==> src/rtl/hazard_stall_ctrl_pkg.sv <==
// Shared definitions for the decode-to-execute stall controller: FSM encoding,
// register-address width and the field values that make up a pipeline bubble.
package hazard_stall_ctrl_pkg;

  localparam int REG_AW = 3;

  typedef enum logic {
    RUN   = 1'b0,
    STALL = 1'b1
  } stall_state_e;

  // A bubble uses destination 0 so the hazard detector can never match on it.
  localparam logic              BUBBLE_VALID = 1'b0;
  localparam logic              BUBBLE_RW    = 1'b0;
  localparam logic              BUBBLE_MD    = 1'b0;
  localparam logic [REG_AW-1:0] BUBBLE_DA    = '0;

endpackage

==> src/rtl/hazard_stall_ctrl_if.sv <==
// Decode-side fields entering the controller and the EX-stage fields it presents.
interface hazard_stall_ctrl_if
  import hazard_stall_ctrl_pkg::*;
#(
  parameter int DATA_W = 8,
  parameter int FS_W   = 4
);

  logic              d_valid;
  logic              d_rw;
  logic [REG_AW-1:0] d_da;
  logic              d_md;
  logic [FS_W-1:0]   d_fs;
  logic [DATA_W-1:0] d_bus_a;
  logic [DATA_W-1:0] d_bus_b;

  logic              ex_valid;
  logic              ex_rw;
  logic [REG_AW-1:0] ex_da;
  logic              ex_md;
  logic [FS_W-1:0]   ex_fs;
  logic [DATA_W-1:0] ex_bus_a;
  logic [DATA_W-1:0] ex_bus_b;

  modport master (
    output d_valid, d_rw, d_da, d_md, d_fs, d_bus_a, d_bus_b,
    input  ex_valid, ex_rw, ex_da, ex_md, ex_fs, ex_bus_a, ex_bus_b
  );

  modport slave (
    input  d_valid, d_rw, d_da, d_md, d_fs, d_bus_a, d_bus_b,
    output ex_valid, ex_rw, ex_da, ex_md, ex_fs, ex_bus_a, ex_bus_b
  );

endinterface

==> src/rtl/hazard_stall_ctrl_ex_pipe_reg.sv <==
// EX-stage register bank: loads decoded fields, or clears to a bubble on reset
// or when the controller asks for one.
module ex_pipe_reg
  import hazard_stall_ctrl_pkg::*;
#(
  parameter int DATA_W = 8,
  parameter int FS_W   = 4
) (
  input  logic              clk,
  input  logic              rst_n,
  input  logic              load,
  input  logic              bubble,
  input  logic              d_valid,
  input  logic              d_rw,
  input  logic [REG_AW-1:0] d_da,
  input  logic              d_md,
  input  logic [FS_W-1:0]   d_fs,
  input  logic [DATA_W-1:0] d_bus_a,
  input  logic [DATA_W-1:0] d_bus_b,
  output logic              ex_valid,
  output logic              ex_rw,
  output logic [REG_AW-1:0] ex_da,
  output logic              ex_md,
  output logic [FS_W-1:0]   ex_fs,
  output logic [DATA_W-1:0] ex_bus_a,
  output logic [DATA_W-1:0] ex_bus_b
);

  // Reset and bubble share one path: both leave EX holding a harmless no-op.
  always_ff @(posedge clk) begin
    if (!rst_n || bubble) begin
      ex_valid <= BUBBLE_VALID;
      ex_rw    <= BUBBLE_RW;
      ex_da    <= BUBBLE_DA;
      ex_md    <= BUBBLE_MD;
      ex_fs    <= '0;
      ex_bus_a <= '0;
      ex_bus_b <= '0;
    end else if (load) begin
      ex_valid <= d_valid;
      ex_rw    <= d_rw;
      ex_da    <= d_da;
      ex_md    <= d_md;
      ex_fs    <= d_fs;
      ex_bus_a <= d_bus_a;
      ex_bus_b <= d_bus_b;
    end
  end

endmodule

==> src/rtl/hazard_stall_ctrl.sv <==
// Decode-to-execute pipeline register with data-hazard stall and branch-flush
// control, plus stall-length error detection and a saturating stall counter.
module hazard_stall_ctrl
  import hazard_stall_ctrl_pkg::*;
#(
  parameter int DATA_W    = 8,
  parameter int FS_W      = 4,
  parameter int MAX_STALL = 2,
  parameter int CNT_W     = 16
) (
  input  logic                 clk,
  input  logic                 rst_n,
  input  logic                 dhs,
  input  logic                 flush,
  hazard_stall_ctrl_if.slave   bus,
  output logic                 pc_en,
  output logic                 ir_en,
  output logic                 stall_err,
  output logic [CNT_W-1:0]     stall_count
);

  // Run counter must reach MAX_STALL+1 without wrapping.
  localparam int RUN_W = (MAX_STALL + 2 > 2) ? $clog2(MAX_STALL + 2) : 1;
  localparam logic [RUN_W-1:0] RUN_LIMIT = RUN_W'(MAX_STALL);
  localparam logic [RUN_W-1:0] RUN_SAT   = RUN_W'(MAX_STALL + 1);

  stall_state_e     state;
  logic [RUN_W-1:0] run_cnt;
  logic             hz;

  assign hz    = dhs & bus.d_valid & ~flush;
  assign pc_en = ~hz | ~rst_n;
  assign ir_en = ~hz | ~rst_n;

  ex_pipe_reg #(
    .DATA_W (DATA_W),
    .FS_W   (FS_W)
  ) u_ex_pipe_reg (
    .clk      (clk),
    .rst_n    (rst_n),
    .load     (1'b1),
    .bubble   (flush | hz),
    .d_valid  (bus.d_valid),
    .d_rw     (bus.d_rw),
    .d_da     (bus.d_da),
    .d_md     (bus.d_md),
    .d_fs     (bus.d_fs),
    .d_bus_a  (bus.d_bus_a),
    .d_bus_b  (bus.d_bus_b),
    .ex_valid (bus.ex_valid),
    .ex_rw    (bus.ex_rw),
    .ex_da    (bus.ex_da),
    .ex_md    (bus.ex_md),
    .ex_fs    (bus.ex_fs),
    .ex_bus_a (bus.ex_bus_a),
    .ex_bus_b (bus.ex_bus_b)
  );

  always_ff @(posedge clk) begin
    if (!rst_n) begin
      state       <= RUN;
      run_cnt     <= '0;
      stall_err   <= 1'b0;
      stall_count <= '0;
    end else begin
      if (hz && run_cnt == RUN_LIMIT)
        stall_err <= 1'b1;
      if (hz && stall_count != {CNT_W{1'b1}})
        stall_count <= stall_count + CNT_W'(1);

      // A taken branch discards any stall in progress.
      if (flush) begin
        state   <= RUN;
        run_cnt <= '0;
      end else begin
        case (state)
          RUN: begin
            if (hz) begin
              state   <= STALL;
              run_cnt <= RUN_W'(1);
            end
          end
          STALL: begin
            if (hz) begin
              if (run_cnt != RUN_SAT)
                run_cnt <= run_cnt + RUN_W'(1);
            end else begin
              state   <= RUN;
              run_cnt <= '0;
            end
          end
          default: begin
            state   <= RUN;
            run_cnt <= '0;
          end
        endcase
      end
    end
  end

endmodule

==> src/flat_wrapper.sv <==
// flat-port wrapper written by rule: the top's interface ports become plain ports
module hazard_stall_ctrl_flat import hazard_stall_ctrl_pkg::*;
#(
  parameter int DATA_W    = 8,
  parameter int FS_W      = 4,
  parameter int MAX_STALL = 2,
  parameter int CNT_W     = 16
)
  (clk, rst_n, dhs, flush, pc_en, ir_en, stall_err, stall_count, bus_d_valid, bus_d_rw, bus_d_da, bus_d_md, bus_d_fs, bus_d_bus_a, bus_d_bus_b, bus_ex_valid, bus_ex_rw, bus_ex_da, bus_ex_md, bus_ex_fs, bus_ex_bus_a, bus_ex_bus_b);
  hazard_stall_ctrl_if #(.DATA_W(DATA_W), .FS_W(FS_W)) bus_i ();
  input  logic clk;
  input  logic rst_n;
  input  logic dhs;
  input  logic flush;
  output logic pc_en;
  output logic ir_en;
  output logic stall_err;
  output logic [CNT_W-1:0] stall_count;
  input wire logic [$bits(bus_i.d_valid)-1:0] bus_d_valid;
  input wire logic [$bits(bus_i.d_rw)-1:0] bus_d_rw;
  input wire logic [$bits(bus_i.d_da)-1:0] bus_d_da;
  input wire logic [$bits(bus_i.d_md)-1:0] bus_d_md;
  input wire logic [$bits(bus_i.d_fs)-1:0] bus_d_fs;
  input wire logic [$bits(bus_i.d_bus_a)-1:0] bus_d_bus_a;
  input wire logic [$bits(bus_i.d_bus_b)-1:0] bus_d_bus_b;
  output wire logic [$bits(bus_i.ex_valid)-1:0] bus_ex_valid;
  output wire logic [$bits(bus_i.ex_rw)-1:0] bus_ex_rw;
  output wire logic [$bits(bus_i.ex_da)-1:0] bus_ex_da;
  output wire logic [$bits(bus_i.ex_md)-1:0] bus_ex_md;
  output wire logic [$bits(bus_i.ex_fs)-1:0] bus_ex_fs;
  output wire logic [$bits(bus_i.ex_bus_a)-1:0] bus_ex_bus_a;
  output wire logic [$bits(bus_i.ex_bus_b)-1:0] bus_ex_bus_b;
  assign bus_i.d_valid = bus_d_valid;
  assign bus_i.d_rw = bus_d_rw;
  assign bus_i.d_da = bus_d_da;
  assign bus_i.d_md = bus_d_md;
  assign bus_i.d_fs = bus_d_fs;
  assign bus_i.d_bus_a = bus_d_bus_a;
  assign bus_i.d_bus_b = bus_d_bus_b;
  assign bus_ex_valid = bus_i.ex_valid;
  assign bus_ex_rw = bus_i.ex_rw;
  assign bus_ex_da = bus_i.ex_da;
  assign bus_ex_md = bus_i.ex_md;
  assign bus_ex_fs = bus_i.ex_fs;
  assign bus_ex_bus_a = bus_i.ex_bus_a;
  assign bus_ex_bus_b = bus_i.ex_bus_b;
  hazard_stall_ctrl #(.DATA_W(DATA_W), .FS_W(FS_W), .MAX_STALL(MAX_STALL), .CNT_W(CNT_W)) u_core (.clk(clk), .rst_n(rst_n), .dhs(dhs), .flush(flush), .bus(bus_i), .pc_en(pc_en), .ir_en(ir_en), .stall_err(stall_err), .stall_count(stall_count));
endmodule
==> config.mk <==
export PLATFORM = sky130hd
export DESIGN_NAME = hazard_stall_ctrl_flat
export DESIGN_NICKNAME = d
export VERILOG_FILES = /design/src/rtl/hazard_stall_ctrl_pkg.sv /design/src/rtl/hazard_stall_ctrl_if.sv /design/src/rtl/hazard_stall_ctrl_ex_pipe_reg.sv /design/src/rtl/hazard_stall_ctrl.sv /design/src/flat_wrapper.sv
export SDC_FILE = /design/constraint.sdc
export NUM_CORES = 1
export LEC_CHECK = 0
export ABC_AREA = 0
export CORE_MARGIN = 2
export CORE_UTILIZATION = 37
export CTS_CLUSTER_DIAMETER = 100
export DETAILED_ROUTE_END_ITERATION = 7
export PLACE_DENSITY = 0.75
export SETUP_SLACK_MARGIN = 0.02
export SYNTH_ARGS = -nofsm -noshare
export SYNTH_HDL_FRONTEND = slang
export SYNTH_SLANG_ARGS = --single-unit
==> constraint.sdc <==
create_clock -name clk -period 1.9 [get_ports clk]
set_input_delay 0.285 -clock clk [delete_from_list [all_inputs] [get_ports clk]]
set_output_delay 0.285 -clock clk [all_outputs]
set_load 0.1 [all_outputs]
==> impl_metrics.csv <==
group,metric,value,unit
logic_synthesis,synth_fa_ha_area_share,2.185,%
routing,first_pass_iters,4,
critical_path,worst-path-max-fanout,3,
floorplan,core,4414,µm²
logic_synthesis,avgSynthCellArea,9.873,µm²
grt,grt_pass1_vias,1408,
logic_synthesis,synth_edf_count,0,
logic_synthesis,yosysWarningCount,0,
clock_tree,postCtsSetupBuffers,0,
clock_tree,tritoncts,"built",
logic_synthesis,yosys.area_share.simple,28.40,%
placement,dp_hpwl,2877,µm
grt,grt_pass1_wl,6334,µm
clock_tree,clk_pin_slew,0.08,ns
finish,antenna_cells,0,
critical_path,cp-end-kind,"output pin",
grt,grt_usage,15.63,%
run,drv_cap,0,
logic_synthesis,ys_types,36,
timing,worst_slew_pin_slew,0.3285,ns
critical_path,timing.critical_path.buf_inv,4,
clock_tree,hold_buffers,0,
finish,area_delta_synth_final,57.10,%
routing,ant_nets,0,
timing,finalCriticalPeriod,1.799,ns
logic_synthesis,synth-seq-area-share,53.61,%
timing,period_share,94.66,%
critical_path,cp-start-kind,"input port",
clock_tree,cts-root-buf,"clkbuf_8",
logic_synthesis,async_flop_share,0,%
pwr,p_leak,1.116,nW
timing,max_freq,556.0,MHz
logic_synthesis,muxShareOfSynthArea,2.331,%
timing,rsz0062_at_grt,"no",
routing,drc,0,
floorplan,rows,24,
grt,grt_max_degree,26,
clock_tree,cts_made_buffers,5,
routing,drt-total-wl,3861,µm
critical_path,path_cells,"clkdlybuf4s50_1, buf_4, nand2b_1, nor2_1, inv_1, buf_12",
hold_path,hold_class,"flip-flop to flip-flop",
logic_synthesis,synth_top_family_by_area,"simple AND/OR/NAND/NOR gates",
logic_synthesis,syn_nets,207,
placement,port_buffers,74,
clock_tree,insertion_delay,0.29,ns
finish,fin_util,61.14,%
finish,nNetsFinal,295,
routing,wl_per_cell,12.26,µm
routing,via_count,1564,
timing,slew_headroom,77.79,%
placement,place_congestion,0.7829,
timing,setup_viol,0,
routing,dr.first_iter.drc_count,68,
clock_tree,htree_levels,2,
critical_path,arrival,1.51,ns
logic_synthesis,netlist_area,1718,µm²
floorplan,die_x,72.14,µm
logic_synthesis,ys_seq_elements,46,
logic_synthesis,synthXorXnorAreaFrac,0,%
floorplan,io_pins,75,
finish,stdcell_area,2699,µm²
placement,placed_area,2577,µm²
grt,grt_overflow,0,
pwr,vdd_drop_max,0.6520,mV
clock_tree,clock-sinks,46,
clock_tree,clockBufferDepth,2,
critical_path,critPathSlowestCell,"clkdlybuf4s50_1",
routing,drt-vias-per-instance,4.965,
logic_synthesis,syn-instance-count,174,
timing,final-hold-violation-count,0,
timing,skew,0.007958,ns
status,status,"finished, final reports clean",
grt,antenna_found_initial,0,
timing,fin_tns_setup,0,ns
floorplan,initial_core_util,38.92,%
logic_synthesis,synth_compound_area_share,10.63,%
floorplan,die_area,5204,µm²
finish,layout-drive-gt1-share,34.60,%
critical_path,required,1.62,ns
critical_path,cp_top_family,"buffers and inverters",
timing,drv_slew,0,
critical_path,critPathMaxStageDelay,0.44,ns
pwr,power_density,749.4,nW/µm²
logic_synthesis,ys.flop_type,"dfxtp_1",
critical_path,crit_type,"input port to output pin",
floorplan,die_height,72.14,µm
synth_stat cells, types with 2 or more instances:
| master | number | area share [%] |
|---|---|---|
| o21ai_0 | 6 | 1.7 |
| inv_1 | 3 | 0.66 |
| clkbuf_1 | 3 | 0.66 |
| nor2_1 | 4 | 0.87 |
| nor3_1 | 3 | 0.87 |
| and2_1 | 26 | 9.5 |
| o211ai_1 | 2 | 0.87 |
| a21oi_1 | 11 | 3.2 |
| nand4_1 | 3 | 1.1 |
| ha_1 | 3 | 2.2 |
| or4_1 | 6 | 2.6 |
| o31ai_1 | 6 | 2.6 |
| nand4_2 | 2 | 1.5 |
| nand2_1 | 9 | 2.0 |
| nand2b_1 | 6 | 2.2 |
| dfxtp_1 | 46 | 54 |
| buf_2 | 2 | 0.58 |
| mux2i_1 | 4 | 2.3 |
| or3_2 | 2 | 0.87 |
| nand3_1 | 7 | 2.0 |
| nor4_1 | 5 | 1.8 |
cell type report:
class	instances	area, µm²
Sequential cell	46	963.4
Inverter	4	15.01
Clock buffer	5	68.82
Timing Repair Buffer	88	758.2
Multi-Input combinational cell	117	784.5
Tap cell	52	65.06
Clock inverter	3	43.79
Fill cell	380	1715
layer usage:
layer	GRT usage, %	part of all wire (%)	vias up
li1	-	-	793
met1	18.92	44	707
met2	23.45	44	62
met3	8.750	11	2
met4	5.241	0.52	0
met5	0	0	-
stage by stage:
stage | instances | total power, W | hold slack [ns] | setup WS (ns)
4_1_cts | 315 | 0.002055 | 0.5007 | 0.06692
3_5_place_dp | 307 | 0.001327 | 0.4810 | -0.2263
2_1_floorplan | 174 | 0.001207 | 0.4067 | -0.02100
5_1_grt | 315 | 0.002117 | 0.5248 | 0.01024
3_3_place_gp | 307 | 0.001325 | 0.4779 | -0.1992
6_report | 315 | 0.002023 | 0.4929 | 0.1015
power breakdown:
group          total [W]  switching, W  internal (W)
sequential      0.000982    0.00000864      0.000974
clock           0.000720      0.000328      0.000392
combinational   0.000320      0.000211      0.000109
total            0.00202      0.000548       0.00147
cell families (layout without fill, tap and decap cells):
logic type                 Yosys count  after routing
muxes                                4              4
adders and majority gates            3              3
and+or+nand+nor                     80             80
DFF                                 46             46
AOI/OAI and AO/OA                   30             30
buffers and inverters               11            100
cell usage in the layout (no fill, tap or decap), types with 2 or more instances in the layout:
cell type,synthesis,routed
buf_4,1,57
dfxtp_1,46,30
clkdlybuf4s50_1,0,29
and2_1,26,26
a21oi_1,11,11
nand2_1,9,9
dfxtp_4,0,9
dfxtp_2,0,7
nand2b_1,6,6
nand3_1,7,6
o21ai_0,6,6
o31ai_1,6,6
or4_1,6,5
clkbuf_8,0,5
nor2_1,4,4
nor4_1,5,4
mux2i_1,4,4
inv_1,3,3
nand4_1,3,3
nor3_1,3,3
ha_1,3,3
o211ai_1,2,2
nand4_4,0,2
buf_12,0,2
sequential cells by signal, indices dropped and copies added (netlist names):
signal and cells:
u_core.run_cnt 2, u_core.stall_count 16, u_core.stall_err 1, u_core.state 1, u_core.u_ex_pipe_reg.ex_bus_a 8, u_core.u_ex_pipe_reg.ex_bus_b 8
u_core.u_ex_pipe_reg.ex_da 3, u_core.u_ex_pipe_reg.ex_fs 4, u_core.u_ex_pipe_reg.ex_md 1, u_core.u_ex_pipe_reg.ex_rw 1, u_core.u_ex_pipe_reg.ex_valid 1
path summary, 6_finish.rpt:
path | start | slack, ns | cells past startpoint | endpoint
max reg2reg | u_core.stall_count[3] | 0.16 | 4 | u_core.stall_count[13]
min | u_core.stall_err | 0.49 | 1 | u_core.stall_err
min reg2reg | u_core.stall_err | 0.49 | 1 | u_core.stall_err
max | flush | 0.10 | 6 | pc_en
repair_timing:
| action | 4_1_cts | 5_1_grt |
|---|---|---|
| endpoints found under the hold margin | 0 | 0 |
| endpoints found under the setup margin | 0 | 1 |
| gates resized for setup | 0 | 2 |
Power figures use the tool's default switching activity.
